<file path="src/rtl/async_gray_chan_dst.sv">
// -----------------------------------------------------------------------------
// async_gray_chan_dst
//   Destination (SoC-domain) end of one gray-pointer asynchronous FIFO channel.
//   Samples the source's gray write pointer through a flop synchroniser,
//   presents the head slot as a valid/ready stream, and hands back a gray read
//   pointer so the source can reuse slots that have been consumed.
//
// Ports
//   clk_i         destination clock
//   rst_ni        asynchronous active-low reset
//   async_wptr_i  gray write pointer from the source domain (LOG_DEPTH+1 bits)
//   async_data_i  source slot array, slot k at [k*DATA_WIDTH +: DATA_WIDTH]
//   async_rptr_o  gray read pointer to the source domain (registered)
//   dst_data_o    head-of-queue beat
//   dst_valid_o   head beat valid (register-only path)
//   dst_ready_i   consumer accepts the head beat
//   fill_o        entries visible to this domain, 0..2**LOG_DEPTH
// -----------------------------------------------------------------------------
module async_gray_chan_dst #(
    parameter int DATA_WIDTH  = 8,
    parameter int LOG_DEPTH   = 1,
    parameter int SYNC_STAGES = 2
) (
    input  logic                                  clk_i,
    input  logic                                  rst_ni,
    input  logic [LOG_DEPTH:0]                    async_wptr_i,
    input  logic [(2**LOG_DEPTH)*DATA_WIDTH-1:0]  async_data_i,
    output logic [LOG_DEPTH:0]                    async_rptr_o,
    output logic [DATA_WIDTH-1:0]                 dst_data_o,
    output logic                                  dst_valid_o,
    input  logic                                  dst_ready_i,
    output logic [LOG_DEPTH:0]                    fill_o
);

    localparam int PW    = LOG_DEPTH + 1;
    localparam int DEPTH = 2 ** LOG_DEPTH;

    function automatic logic [PW-1:0] gray2bin(input logic [PW-1:0] g);
        logic [PW-1:0] b;
        b[PW-1] = g[PW-1];
        for (int i = PW - 2; i >= 0; i--) begin
            b[i] = b[i+1] ^ g[i];
        end
        return b;
    endfunction

    logic [PW-1:0] r_wptr_sync [SYNC_STAGES];
    logic [PW-1:0] r_rptr_bin;
    logic [PW-1:0] r_rptr_gray;

    logic [PW-1:0] w_wptr_sync;
    logic [PW-1:0] w_wptr_bin;
    logic [PW-1:0] w_rptr_next;
    logic          w_empty;
    logic          w_pop;

    assign w_wptr_sync = r_wptr_sync[SYNC_STAGES-1];

    // Gray pointers differ only when entries exist, so a full-width compare
    // is enough; the MSB keeps empty and full apart across the wrap.
    assign w_empty     = (w_wptr_sync == r_rptr_gray);
    assign dst_valid_o = !w_empty;
    assign w_pop       = dst_valid_o && dst_ready_i;
    assign w_rptr_next = r_rptr_bin + PW'(w_pop);

    assign w_wptr_bin  = gray2bin(w_wptr_sync);
    assign fill_o      = w_wptr_bin - r_rptr_bin;

    assign async_rptr_o = r_rptr_gray;

    // Each bit is synchronised on its own; the gray source guarantees at most
    // one bit is in flight, so a skewed capture lands on old or new value.
    always_ff @(posedge clk_i or negedge rst_ni) begin
        if (!rst_ni) begin
            for (int s = 0; s < SYNC_STAGES; s++) begin
                r_wptr_sync[s] <= '0;
            end
        end else begin
            r_wptr_sync[0] <= async_wptr_i;
            for (int s = 1; s < SYNC_STAGES; s++) begin
                r_wptr_sync[s] <= r_wptr_sync[s-1];
            end
        end
    end

    always_ff @(posedge clk_i or negedge rst_ni) begin
        if (!rst_ni) begin
            r_rptr_bin  <= '0;
            r_rptr_gray <= '0;
        end else begin
            r_rptr_bin  <= w_rptr_next;
            r_rptr_gray <= w_rptr_next ^ (w_rptr_next >> 1);
        end
    end

    // Head slot mux; a single-slot channel has no index bits at all.
    generate
        if (LOG_DEPTH == 0) begin : g_single
            assign dst_data_o = async_data_i;
        end else begin : g_mux
            logic [DATA_WIDTH-1:0] w_slots [DEPTH];
            for (genvar k = 0; k < DEPTH; k++) begin : g_slot
                assign w_slots[k] = async_data_i[k*DATA_WIDTH +: DATA_WIDTH];
            end
            assign dst_data_o = w_slots[r_rptr_bin[LOG_DEPTH-1:0]];
        end
    endgenerate

`ifndef SYNTHESIS
    a_fill_range : assert property (@(posedge clk_i) disable iff (!rst_ni)
        int'(fill_o) <= DEPTH);

    a_wptr_one_bit : assert property (@(posedge clk_i) disable iff (!rst_ni)
        $countones(w_wptr_sync ^ $past(w_wptr_sync)) <= 1);

    a_data_stable : assert property (@(posedge clk_i) disable iff (!rst_ni)
        (dst_valid_o && !dst_ready_i) |=> (dst_valid_o && $stable(dst_data_o)));
`endif

endmodule

</file>
<file path="config.mk">
export PLATFORM = sky130hd
export DESIGN_NAME = async_gray_chan_dst
export DESIGN_NICKNAME = d
export VERILOG_FILES = /design/src/rtl/async_gray_chan_dst.sv
export SDC_FILE = /design/constraint.sdc
export NUM_CORES = 1
export LEC_CHECK = 0
export ABC_CLOCK_PERIOD_IN_PS = 4300
export CORE_AREA = 2 2 39 41
export CTS_CLUSTER_DIAMETER = 200
export CTS_CLUSTER_SIZE = 8
export DETAILED_ROUTE_END_ITERATION = 12
export DIE_AREA = 0 0 41 43
export PLACE_DENSITY_LB_ADDON = 0.3
export SYNTH_ARGS = -nofsm -noshare
export SYNTH_HDL_FRONTEND = slang
export SYNTH_SLANG_ARGS = --single-unit
</file>
<file path="constraint.sdc">
create_clock -name clk_i -period 4.3 [get_ports clk_i]
set_input_delay 0.645 -clock clk_i [delete_from_list [all_inputs] [get_ports clk_i]]
set_output_delay 0.645 -clock clk_i [all_outputs]
set_load 0.05 [all_outputs]
</file>
Yosys cells after proc, flatten, opt, wreduce, memory -nomap -nowiden
Cells that the tools add are included.
{"block": "word_totals", "inputBits": 21, "out_inout_bits": 13, "word_cells": 16, "ff_bits": 8}
{"block": "op_classes", "mux": 3, "add_sub_neg": 2, "n_reduce_logical": 2, "n_eq_ne": 1, "order_cmp": 1, "bitwise_logic": 3}
{"cell": "2-to-1 mux 8 bit", "count": 3}
{"cell": "adder 2 x 1 -> 2 bit", "count": 1}
{"cell": "== test 2 bit", "count": 1}
{"cell": ">= comparator 2 bit (second input constant)", "count": 1}
{"cell": "inverter 1 -> 2 bit", "count": 1}
{"cell": "subtractor 2 bit", "count": 1}
{"cell": "bitwise XOR 2 x 1 -> 2 bit", "count": 1}
{"cell": "logical AND 1 bit", "count": 1}
{"cell": "zero test 1 bit", "count": 1}
{"cell": "bitwise XOR 1 bit", "count": 1}

Depth between registers and ports, before layout
Gate-level depths: netlist (run 1).
{"block": "logic_depth", "ltp_word": 5, "mapped_depth": 5, "depth_no_buf": 5}

Worst setup path after synthesis (run 1)
OpenSTA, ideal clock, no wires.
{"block": "synth_path", "path_kind": "reg2out", "startpoint": "register r_wptr_sync (netlist bit w_wptr_sync[0])", "endpoint": "output fill_o[1]", "path_stages_with_launch": 4, "slack_ps": 2125, "required_ps": 3655, "path_buffers": 0, "arrival_ps": 1530, "cell_sequence": "dfrtp_1 > xnor2_1 > ha_1 > xnor2_1"}
{"block": "synth_between", "elab_chain_cells": 2}
{"item": "start: declaration", "line_no": "47", "rtl": "logic [PW-1:0] r_wptr_sync [SYNC_STAGES];"}
{"item": "start signal: indexed assignment", "line_no": "81", "rtl": "r_wptr_sync[s] <= r_wptr_sync[s-1];"}
{"item": "bitwise XOR 1 bit", "line_no": "42", "rtl": "b[i] = b[i+1] ^ g[i];"}
{"item": "subtractor 2 bit", "line_no": "67", "rtl": "assign fill_o = w_wptr_bin - r_rptr_bin;"}
{"item": "end: declaration", "line_no": "32", "rtl": "output logic [LOG_DEPTH:0] fill_o"}
Every way passes these cells.

Worst setup path in the final report (run 1)
{"block": "layout_path", "startpoint": "input async_data_i[5]", "endpoint": "output dst_data_o[5]"}
{"block": "layout_between", "elab_chain_cells": 3}
{"item": "start: declaration", "line_no": "27", "rtl": "input logic [(2**LOG_DEPTH)*DATA_WIDTH-1:0] async_data_i,"}
{"item": "2-to-1 mux 8 bit (not written as such) (3 in a row)", "line_no": "105", "rtl": "assign dst_data_o = w_slots[r_rptr_bin[LOG_DEPTH-1:0]];"}
{"item": "end: declaration", "line_no": "29", "rtl": "output logic [DATA_WIDTH-1:0] dst_data_o,"}
Every way passes these cells. The select of a mux whose other input is x is not followed.

==> results.py, run 1 <==
metrics = {
    "floorplanning": {
        "io_pins": 34,
        "die_y_um": 43,
        "rows": 14,
        "initial_utilization_pct": 26.76,
        "core_area_mm2": 0.001384,
        "die-area_mm2": 0.001763,
        "die_x_um": 41,
    },
    "sta": {
        "hold_viol_final": 0,
        "finalCritPeriodShare_pct": 62.71,
        "period_minus_slack_ns": 2.696,
        "whs_ns": 0.3471,
        "finalSetupViolations": 0,
        "drv_slew": 0,
        "setup_tns_ns": 0,
        "rsz0062_at_grt": "no",
        "max_freq_ghz": 0.3709,
        "skew_ns": 0.005235,
        "worstMarginPinSlew_ns": 0.5192,
        "slew_headroom_pct": 65.28,
    },
    "yosys": {
        "syn-num-nets": 51,
        "syn-cell-area_um2": 370.4,
        "synth-simple-area-share_pct": 1.014,
        "yosysUniqueCellTypes": 10,
        "ys_ff_latch": 7,
        "synth_mux_area_share_pct": 24.32,
        "synth_enable_flop_cells": 0,
        "synth-seq-area-share_pct": 47.30,
        "yosysWarnings": 0,
        "synthArstFlopShare_pct": 100.0,
        "yosysMostFrequentCell": "mux2_2",
        "synth.avg_cell_area_um2": 13.23,
        "ys.flop_type": "dfrtp_1",
        "synth-xor-area-share_pct": 14.19,
        "synth_area_leaders": "dfrtp_1 (47%), mux2_2 (24%), xnor2_1 (9.5%)",
        "synth_top_family_by_area": "multiplexers",
        "syn_inst": 28,
        "ys_top_cells_by_count": "mux2_2 (8), dfrtp_1 (7), xnor2_1 (4)",
        "synth_compound_area_share_pct": 2.027,
        "synthAdderAreaFrac_pct": 6.757,
        "synth_top_area_share_pct": 47.30,
        "yosys.area.top_type": "dfrtp_1",
    },
    "cts": {
        "clock-sinks": 7,
        "cts_tree": "done",
        "postCtsSetupRepairBufs": 0,
        "clock_latency_ns": 0.25,
        "cts_hold_buf": 0,
        "clk_pin_slew_ns": 0.05,
        "cts-buffers-inserted": 3,
        "htree_levels": 1,
        "cts_root_buf": "clkbuf_4",
        "cts_buffer_depth": 2,
        "cts_resized": 0,
    },
    "layout": {
        "area_delta_synth_final_pct": 98.31,
        "drive_gt1_share_pct": 17.46,
        "antenna_cells": 0,
        "finalNetCount": 87,
    },
    "critical_path": {
        "path_max_fanout": 1,
        "worstPathRequired_ns": 3.65,
        "path_class": "input port to primary output",
        "start_kind": "input port",
        "worst_ep_arrival_time_ns": 2.05,
        "endpoint_kind": "primary output",
    },
    "drt": {
        "drtPass1Iterations": 1,
        "ant_nets": 0,
        "vias_per_cell": 4.063,
        "drc_errors": 0,
        "wirelength_um": 967,
        "avgRoutedWirePerCell_um": 12.24,
        "first_iter_violations": 0,
        "vias": 321,
    },
    "global_route": {
        "overflow": 0,
        "grt_use_total_pct": 13.30,
        "grt_max_degree": 11,
        "grt_pass1_vias": 353,
        "grt_pass1_wl_um": 1518,
        "antenna_found_initial": 0,
    },
    "place": {
        "gp_congestion": 0.6003,
        "io_buffers": 33,
        "hpwl_um": 821.4,
    },
    "power": {
        "p_seq_share_pct": 19.3,
        "p_switching_uw": 295.3,
        "p_leak_nw": 0.3006,
        "power.density_mw_per_mm2": 782.0,
        "p_int_uw": 279.1,
        "switching_share_pct": 51.41,
        "ir_drop_uv": 376.6,
        "pwr-share-clk_pct": 10.1,
        "comb_power_share_pct": 70.6,
    },
    "min_path": {
        "hold_path_class": "register to register",
    },
    "outcome": {
        "outcome": "complete, no violations",
    },
    "run": {
        "maxCapViolations": 0,
    },
}
## path summary, 6_finish.rpt
path | cells past startpoint | endpoint | start | slack, ns
max | 3 | dst_data_o[5] | async_data_i[5] | 1.60
min | 0 | w_wptr_sync[1] | r_wptr_sync[3] | 0.35
max reg2reg | 5 | async_rptr_o[0] | r_rptr_bin[1] | 2.83
min reg2reg | 0 | w_wptr_sync[1] | r_wptr_sync[3] | 0.35
max in group asynchronous | 1 | r_rptr_bin[1] | rst_ni | 3.41
min in group asynchronous | 1 | w_wptr_sync[0] | rst_ni | 0.65
## power groups by stage
stage / clock (mW) / sequential, mW / combinational (mW)
after CTS: 0.0609 / 0.112 / 0.409
after detailed placement: 0 / 0.114 / 0.408
after global placement: 0 / 0.114 / 0.406
after floorplan: 0 / 0.114 / 0.284
after global routing: 0.0655 / 0.116 / 0.426
final: 0.0580 / 0.111 / 0.405
## logic make-up (layout without fill, tap and decap cells)
group / after synthesis / after routing
flops: 7 / 7
buf+inv: 3 / 38
fa+ha+maj: 2 / 2
xor+xnor: 6 / 6
compound gates: 1 / 1
mux: 8 / 8
simple gates: 1 / 1
## sequential cells by signal (all words and copies together) (netlist names)
name          count
async_rptr_o      1
w_wptr_sync       2
r_rptr_bin        2
r_wptr_sync       2
## stage by stage
stage | power (mW) | instances | area, um2 | setup WS [ns] | utilization [%]
after global placement | 0.5200 | 75 | 708.2 | 1.601 | 51.18
after CTS | 0.5821 | 79 | 734.5 | 1.594 | 53.07
after floorplan | 0.3983 | 28 | 370.4 | 2.125 | -
after detailed placement | 0.5217 | 75 | 708.2 | 1.602 | 51.18
after global routing | 0.6078 | 79 | 734.5 | 1.548 | 53.07
final | 0.5744 | 79 | 734.5 | 1.604 | 53.07
## layout make-up
type | count | area (um2)
clock buffers | 4 | 26.28
fillers | 128 | 649.4
inverters | 1 | 3.754
multi-input cells | 18 | 178.9
flip-flops and latches | 7 | 175.2
well taps | 16 | 20.02
repair buffers | 33 | 330.3
## placed cells by master, fill, tap and decap left out
cell | synthesis | routed
clkbuf_4 | 0 | 3
a21boi_0 | 1 | 1
nand2_1 | 1 | 1
dfrtp_1 | 7 | 7
inv_1 | 1 | 1
clkdlybuf4s50_1 | 0 | 33
ha_1 | 2 | 2
xor2_1 | 2 | 2
clkbuf_1 | 0 | 1
mux2_2 | 8 | 8
xnor2_1 | 4 | 4
## critical path, stage by stage
cell	delay [ns]
clkdlybuf4s50_1	0.47
mux2_2	0.14
clkdlybuf4s50_1	0.79
## metal layers
| metal | wire [um] | vias to the layer above | track usage [%] | part of all wire [%] |
|---|---|---|---|---|
| met4 | 0 | 0 | 10.00 | 0 |
| met5 | 0 | - | 0 | 0 |
| met1 | 395 | 151 | 15.33 | 41 |
| met3 | 28 | 0 | 1.571 | 2.9 |
| met2 | 542 | 7 | 20.94 | 56 |
| li1 | - | 163 | - | - |
No activity file was read; power rests on OpenSTA's default activity.
==> run 2: changes to the inputs <==
--- a/config.mk
+++ b/config.mk
@@ -5,7 +5,7 @@
 export SDC_FILE = /design/constraint.sdc
 export NUM_CORES = 1
 export LEC_CHECK = 0
-export ABC_CLOCK_PERIOD_IN_PS = 4300
+export ABC_CLOCK_PERIOD_IN_PS = 2500
 export CORE_AREA = 2 2 39 41
 export CTS_CLUSTER_DIAMETER = 200
 export CTS_CLUSTER_SIZE = 8
==> constraint.sdc (replaced) <==
create_clock -name clk_i -period 2.5 [get_ports clk_i]
set_input_delay 0.375 -clock clk_i [delete_from_list [all_inputs] [get_ports clk_i]]
set_output_delay 0.375 -clock clk_i [all_outputs]
set_load 0.05 [all_outputs]
==> run 2 against run 1 <==
  * Combinational power up 76%
  * Sequential cell count unchanged
  * Routed wire length is 0.83% lower
  * Final area is 0.68% lower
  * Total power is 72% higher
  * Register-to-register slack lost 1.8 ns
  * Global-route usage increased by 0.088 points
  * Die area unchanged
  * Clock skew down 0.0025 ns
  * Sequential share of layout area rose by 0.16 points
  * Final cell count rose by 1.3%
==> results.py, run 2 (same netlist as run 1, synthesis figures left out) <==
metrics = {
    "cts": {
        "htree_levels": 1,
        "clock_latency_ns": 0.24,
        "cts_tree": "done",
        "cts_resized": 0,
        "clk_pin_slew_ns": 0.05,
        "clock-sinks": 7,
        "postCtsSetupRepairBufs": 0,
        "cts-buffers-inserted": 3,
        "cts_root_buf": "clkbuf_4",
        "cts_hold_buf": 0,
        "cts_buffer_depth": 2,
    },
    "place": {
        "pre_cts_ws_ns": 0.3382,
        "gp_congestion": 0.6166,
        "io_buffers": 33,
        "hpwl_um": 845.5,
    },
    "critical_path": {
        "worstPathRequired_ns": 2.12,
        "path_max_fanout": 2,
        "reg2reg_slack_ns": 1.01,
        "r2r-end": "async_rptr_o[0]",
        "path_class": "register to primary output",
        "worst_ep_arrival_time_ns": 1.92,
        "cpMaxStageDelayCell": "clkdlybuf4s50_1",
        "cp-startpoint": "w_wptr_sync[1]",
        "endpoint_kind": "primary output",
        "r2r_cells": 5,
        "cpPeakStageDelay_ns": 0.81,
        "r2r_start": "r_rptr_bin[1]",
        "cpMostUsedCell": "xnor2_1",
        "path_cells": "xnor2_1, ha_1, xnor2_1, clkdlybuf4s50_1",
        "start_kind": "register",
    },
    "min_path": {
        "min_to": "w_wptr_sync[0]",
        "hold_depth": 0,
        "hold_start": "r_wptr_sync[2]",
        "hold_path_class": "register to register",
    },
    "layout": {
        "drive_gt1_share_pct": 26.56,
        "antenna_cells": 0,
        "nFillCells": 141,
        "area_delta_synth_final_pct": 96.96,
        "final_cell_mix": "clkdlybuf4s50_1 (28), mux2_2 (8), dfrtp_1 (7), buf_4 (6), xnor2_1 (4)",
        "layout_commonest_cell": "clkdlybuf4s50_1",
        "finalNetCount": 88,
    },
    "sta": {
        "max_freq_ghz": 0.4361,
        "finalCritPeriodShare_pct": 91.73,
        "drv_slew": 0,
        "setup_tns_ns": 0,
        "hold_viol_final": 0,
        "slew_headroom_pct": 66.39,
        "setup_ws_ns": 0.2069,
        "skew_ns": 0.002769,
        "rsz0062_at_grt": "no",
        "period_minus_slack_ns": 2.293,
        "worstMarginPinSlew_ns": 0.5025,
        "finalSetupViolations": 0,
    },
    "drt": {
        "first_iter_violations": 0,
        "wirelength_um": 959,
        "ant_nets": 0,
        "vias_per_cell": 4.025,
        "avgRoutedWirePerCell_um": 11.99,
        "drtPass1Iterations": 1,
        "vias": 322,
        "drc_errors": 0,
    },
    "global_route": {
        "overflow": 0,
        "antenna_found_initial": 0,
        "grt_use_total_pct": 13.39,
        "grt_pass1_wl_um": 1531,
        "grt_pass1_vias": 343,
        "grt_max_degree": 8,
    },
    "floorplanning": {
        "die-area_mm2": 0.001763,
        "initial_utilization_pct": 26.76,
        "rows": 14,
        "die_x_um": 41,
        "die_y_um": 43,
        "core_area_mm2": 0.001384,
        "io_pins": 34,
    },
    "power": {
        "ir_drop_uv": 630.8,
        "power.density_mw_per_mm2": 1356,
        "p_leak_nw": 0.3099,
    },
    "run": {
        "maxCapViolations": 0,
    },
    "outcome": {
        "outcome": "complete, no violations",
    },
}
run 2: cell types whose count changed in the layout (fill, tap and decap cells not counted):
cell             change
buf_4                +6
clkdlybuf4s50_1      -5
run 2: layer usage:
metal / vias up / share of wire (%) / GRT usage [%]
li1: 165 / - / -
met1: 146 / 39 / 14.62
met2: 9 / 56 / 20.63
met3: 2 / 3.1 / 3.665
met4: 0 / 2.3 / 10.00
met5: - / 0 / 0
run 2: power by group:
part           internal (mW)  switching (mW)
registers              0.145          0.0350
logic                  0.275           0.438
clock network         0.0605          0.0354
total                  0.481           0.508
run 2: layout make-up:
class / instances / area [um2] / area share (%)
Clock buffer: 4 / 26.28 / 3.602
Inverter: 1 / 3.754 / 0.5146
Multi-Input combinational cell: 18 / 178.9 / 24.53
Sequential cell: 7 / 175.2 / 24.01
Tap cell: 16 / 20.02 / 2.744
Timing Repair Buffer: 34 / 325.3 / 44.60
run 2: worst max-delay path: cells and delay by family (launching register included):
| family | cells | cell delay (ns) |
|---|---|---|
| flip-flops | 1 | 0.40 |
| adder cells (fa/ha/maj) | 1 | 0.18 |
| XOR/XNOR | 2 | 0.28 |
| buffers and inverters | 1 | 0.81 |
run 2: how the worst max path moves through the flow:
stage,endpoint,cells past startpoint
6_report,fill_o[1],4
5_1_grt,fill_o[1],3
4_1_cts,fill_o[1],4
3_5_place_dp,dst_data_o[0],3
2_1_floorplan,fill_o[1],3
3_3_place_gp,dst_data_o[0],3
run 2: per-stage QoR:
step	power (mW)	cells	util (%)	hold slack, ns	area (um2)
6_report	0.9894	80	52.71	0.3454	729.5
5_1_grt	1.048	80	52.71	0.3561	729.5
4_1_cts	1.007	80	52.71	0.3487	729.5
2_1_floorplan	0.6851	28	-	0.07941	370.4
3_3_place_gp	0.8980	76	50.81	0.3338	703.2
3_5_place_dp	0.9028	76	50.81	0.3371	703.2
==> run 3: changes to the inputs <==
--- a/config.mk
+++ b/config.mk
@@ -5,12 +5,13 @@
 export SDC_FILE = /design/constraint.sdc
 export NUM_CORES = 1
 export LEC_CHECK = 0
-export ABC_CLOCK_PERIOD_IN_PS = 2500
-export CORE_AREA = 2 2 39 41
+export ABC_CLOCK_PERIOD_IN_PS = 1900
+export CELL_PAD_IN_SITES_DETAIL_PLACEMENT = 0
+export CELL_PAD_IN_SITES_GLOBAL_PLACEMENT = 1
+export CORE_UTILIZATION = 18
 export CTS_CLUSTER_DIAMETER = 200
 export CTS_CLUSTER_SIZE = 8
 export DETAILED_ROUTE_END_ITERATION = 12
-export DIE_AREA = 0 0 41 43
 export PLACE_DENSITY_LB_ADDON = 0.3
 export SYNTH_ARGS = -nofsm -noshare
 export SYNTH_HDL_FRONTEND = slang
==> constraint.sdc (replaced) <==
create_clock -name clk_i -period 1.9 [get_ports clk_i]
set_input_delay 0.285 -clock clk_i [delete_from_list [all_inputs] [get_ports clk_i]]
set_output_delay 0.285 -clock clk_i [all_outputs]
set_load 0.05 [all_outputs]
==> run 3 against run 2 <==
  * Total power grew 54%
  * Non-clock buffer count fell by 1
  * Final area rose by 16%
  * Sequential power increased by 38%
  * Sequential cell count is the same
  * Final cell count up 13%
  * Critical endpoint is now async_rptr_o[1]
  * Highest routed layer unchanged
==> results.py, run 3 (same netlist as run 1, synthesis figures left out) <==
metrics = {
    "outcome": {
        "outcome": "complete, no violations",
    },
    "critical_path": {
        "start_kind": "register",
        "endpoint_kind": "primary output",
        "critPathTopFamily": "buffers and inverters",
        "worst_ep_arrival_time_ns": 1.46,
        "cpMaxStageDelayCell": "clkdlybuf4s50_1",
        "r2r-end": "async_rptr_o[0]",
        "r2r_cells": 5,
        "worstPathRequired_ns": 1.62,
        "r2r_start": "r_rptr_bin[1]",
        "path_class": "register to primary output",
        "cpPeakStageDelay_ns": 0.83,
        "path_max_fanout": 3,
        "path_buf_inv": 1,
        "path_cells": "clkdlybuf4s50_1",
        "reg2reg_slack_ns": 0.42,
    },
    "layout": {
        "drive_gt1_share_pct": 34.92,
        "antenna_cells": 0,
        "area_delta_synth_final_pct": 128.4,
        "finalNetCount": 87,
        "layout_commonest_cell": "clkdlybuf4s50_1",
        "nFillCells": 191,
        "final_cell_mix": "clkdlybuf4s50_1 (22), buf_12 (10), mux2_2 (8), dfrtp_1 (7), xnor2_1 (4)",
        "finalInstanceArea_um2": 845.8,
    },
    "sta": {
        "worstMarginPinSlew_ns": 0.5004,
        "hold_viol_final": 0,
        "period_minus_slack_ns": 1.741,
        "setup_tns_ns": 0,
        "max_freq_ghz": 0.5743,
        "skew_ns": 0.002415,
        "rsz0062_at_grt": "no",
        "drv_slew": 0,
        "slew_headroom_pct": 66.53,
        "finalCritPeriodShare_pct": 91.65,
        "finalSetupViolations": 0,
    },
    "run": {
        "maxCapViolations": 0,
    },
    "cts": {
        "clock-sinks": 7,
        "cts-buffers-inserted": 3,
        "cts_hold_buf": 0,
        "clock_latency_ns": 0.24,
        "cts_tree": "done",
        "clk_pin_slew_ns": 0.05,
        "htree_levels": 1,
        "cts_root_buf": "clkbuf_4",
        "cts_buffer_depth": 2,
        "cts_resized": 0,
        "postCtsSetupRepairBufs": 0,
    },
    "global_route": {
        "grt_pass1_wl_um": 1566,
        "grt_use_total_pct": 10.87,
        "grt_pass1_vias": 330,
        "grt_max_degree": 11,
        "antenna_found_initial": 0,
        "overflow": 0,
    },
    "power": {
        "power.density_mw_per_mm2": 1804,
        "p_leak_nw": 0.3557,
        "power_mw": 1.526,
        "ir_drop_uv": 683.5,
    },
    "drt": {
        "vias_per_cell": 3.689,
        "avgRoutedWirePerCell_um": 11.46,
        "wirelength_um": 1031,
        "first_iter_violations": 3,
        "vias": 332,
        "drtPass1Iterations": 4,
        "drc_errors": 0,
        "ant_nets": 0,
    },
    "floorplanning": {
        "die_x_um": 47.36,
        "die-area_mm2": 0.002243,
        "rows": 16,
        "initial_utilization_pct": 19.07,
        "die_y_um": 47.36,
        "core_area_mm2": 0.001942,
        "io_pins": 34,
    },
    "place": {
        "hpwl_um": 911.5,
        "gp_congestion": 0.6773,
        "dpl_cell_area_um2": 819.5,
        "io_buffers": 33,
    },
    "min_path": {
        "hold_path_class": "input port to asynchronous set/reset pin",
    },
}
## run 3: cell count changes in the layout (fill, tap and decap cells not counted)
cell,change
buf_4,-5
buf_12,+10
clkdlybuf4s50_1,-6
## run 3: power breakdown
part | internal [mW] | switching, mW | leakage (nW) | total (mW)
logic | 0.537 | 0.610 | 0.259 | 1.15
clock network | 0.0798 | 0.0493 | 0.0150 | 0.129
registers | 0.191 | 0.0587 | 0.0816 | 0.249
## run 3: layout make-up
| type | instances | area [um2] | area share [%] |
|---|---|---|---|
| repair buffers | 33 | 427.9 | 50.59 |
| multi-input cells | 18 | 178.9 | 21.15 |
| flip-flops and latches | 7 | 175.2 | 20.71 |
| inverters | 1 | 3.754 | 0.4438 |
| well taps | 27 | 33.78 | 3.994 |
| clock buffers | 4 | 26.28 | 3.107 |
## run 3: how the worst max path moves through the flow
stage,cells after the start,endpoint,slack [ns],start
final,1,async_rptr_o[1],0.16,r_rptr_bin[1]
after global placement,5,async_rptr_o[0],0.31,dst_ready_i
after global routing,3,fill_o[1],0.08,r_rptr_bin[0]
after detailed placement,5,async_rptr_o[0],0.30,dst_ready_i
after CTS,3,fill_o[1],0.13,r_rptr_bin[0]
after floorplan,3,fill_o[1],0.08,w_wptr_sync[0]
## run 3: stage by stage
stage / cells / utilization (%) / setup WS [ns] / hold WS [ns]
3_5_place_dp: 86 / 42.20 / 0.2968 / 0.3347
2_1_floorplan: 28 / - / 0.08492 / -0.01059
4_1_cts: 90 / 43.56 / 0.1333 / 0.2959
6_report: 90 / 43.56 / 0.1587 / 0.2887
3_3_place_gp: 86 / 42.20 / 0.3098 / 0.3391
5_1_grt: 90 / 43.56 / 0.08321 / 0.3110
## run 3: layer usage
layer	global-route usage, %	vias to the layer above	part of all wire (%)
li1	-	163	-
met1	11.40	153	43
met2	17.26	12	49
met3	5.769	4	4.7
met4	6.286	0	3.1
met5	0	-	0
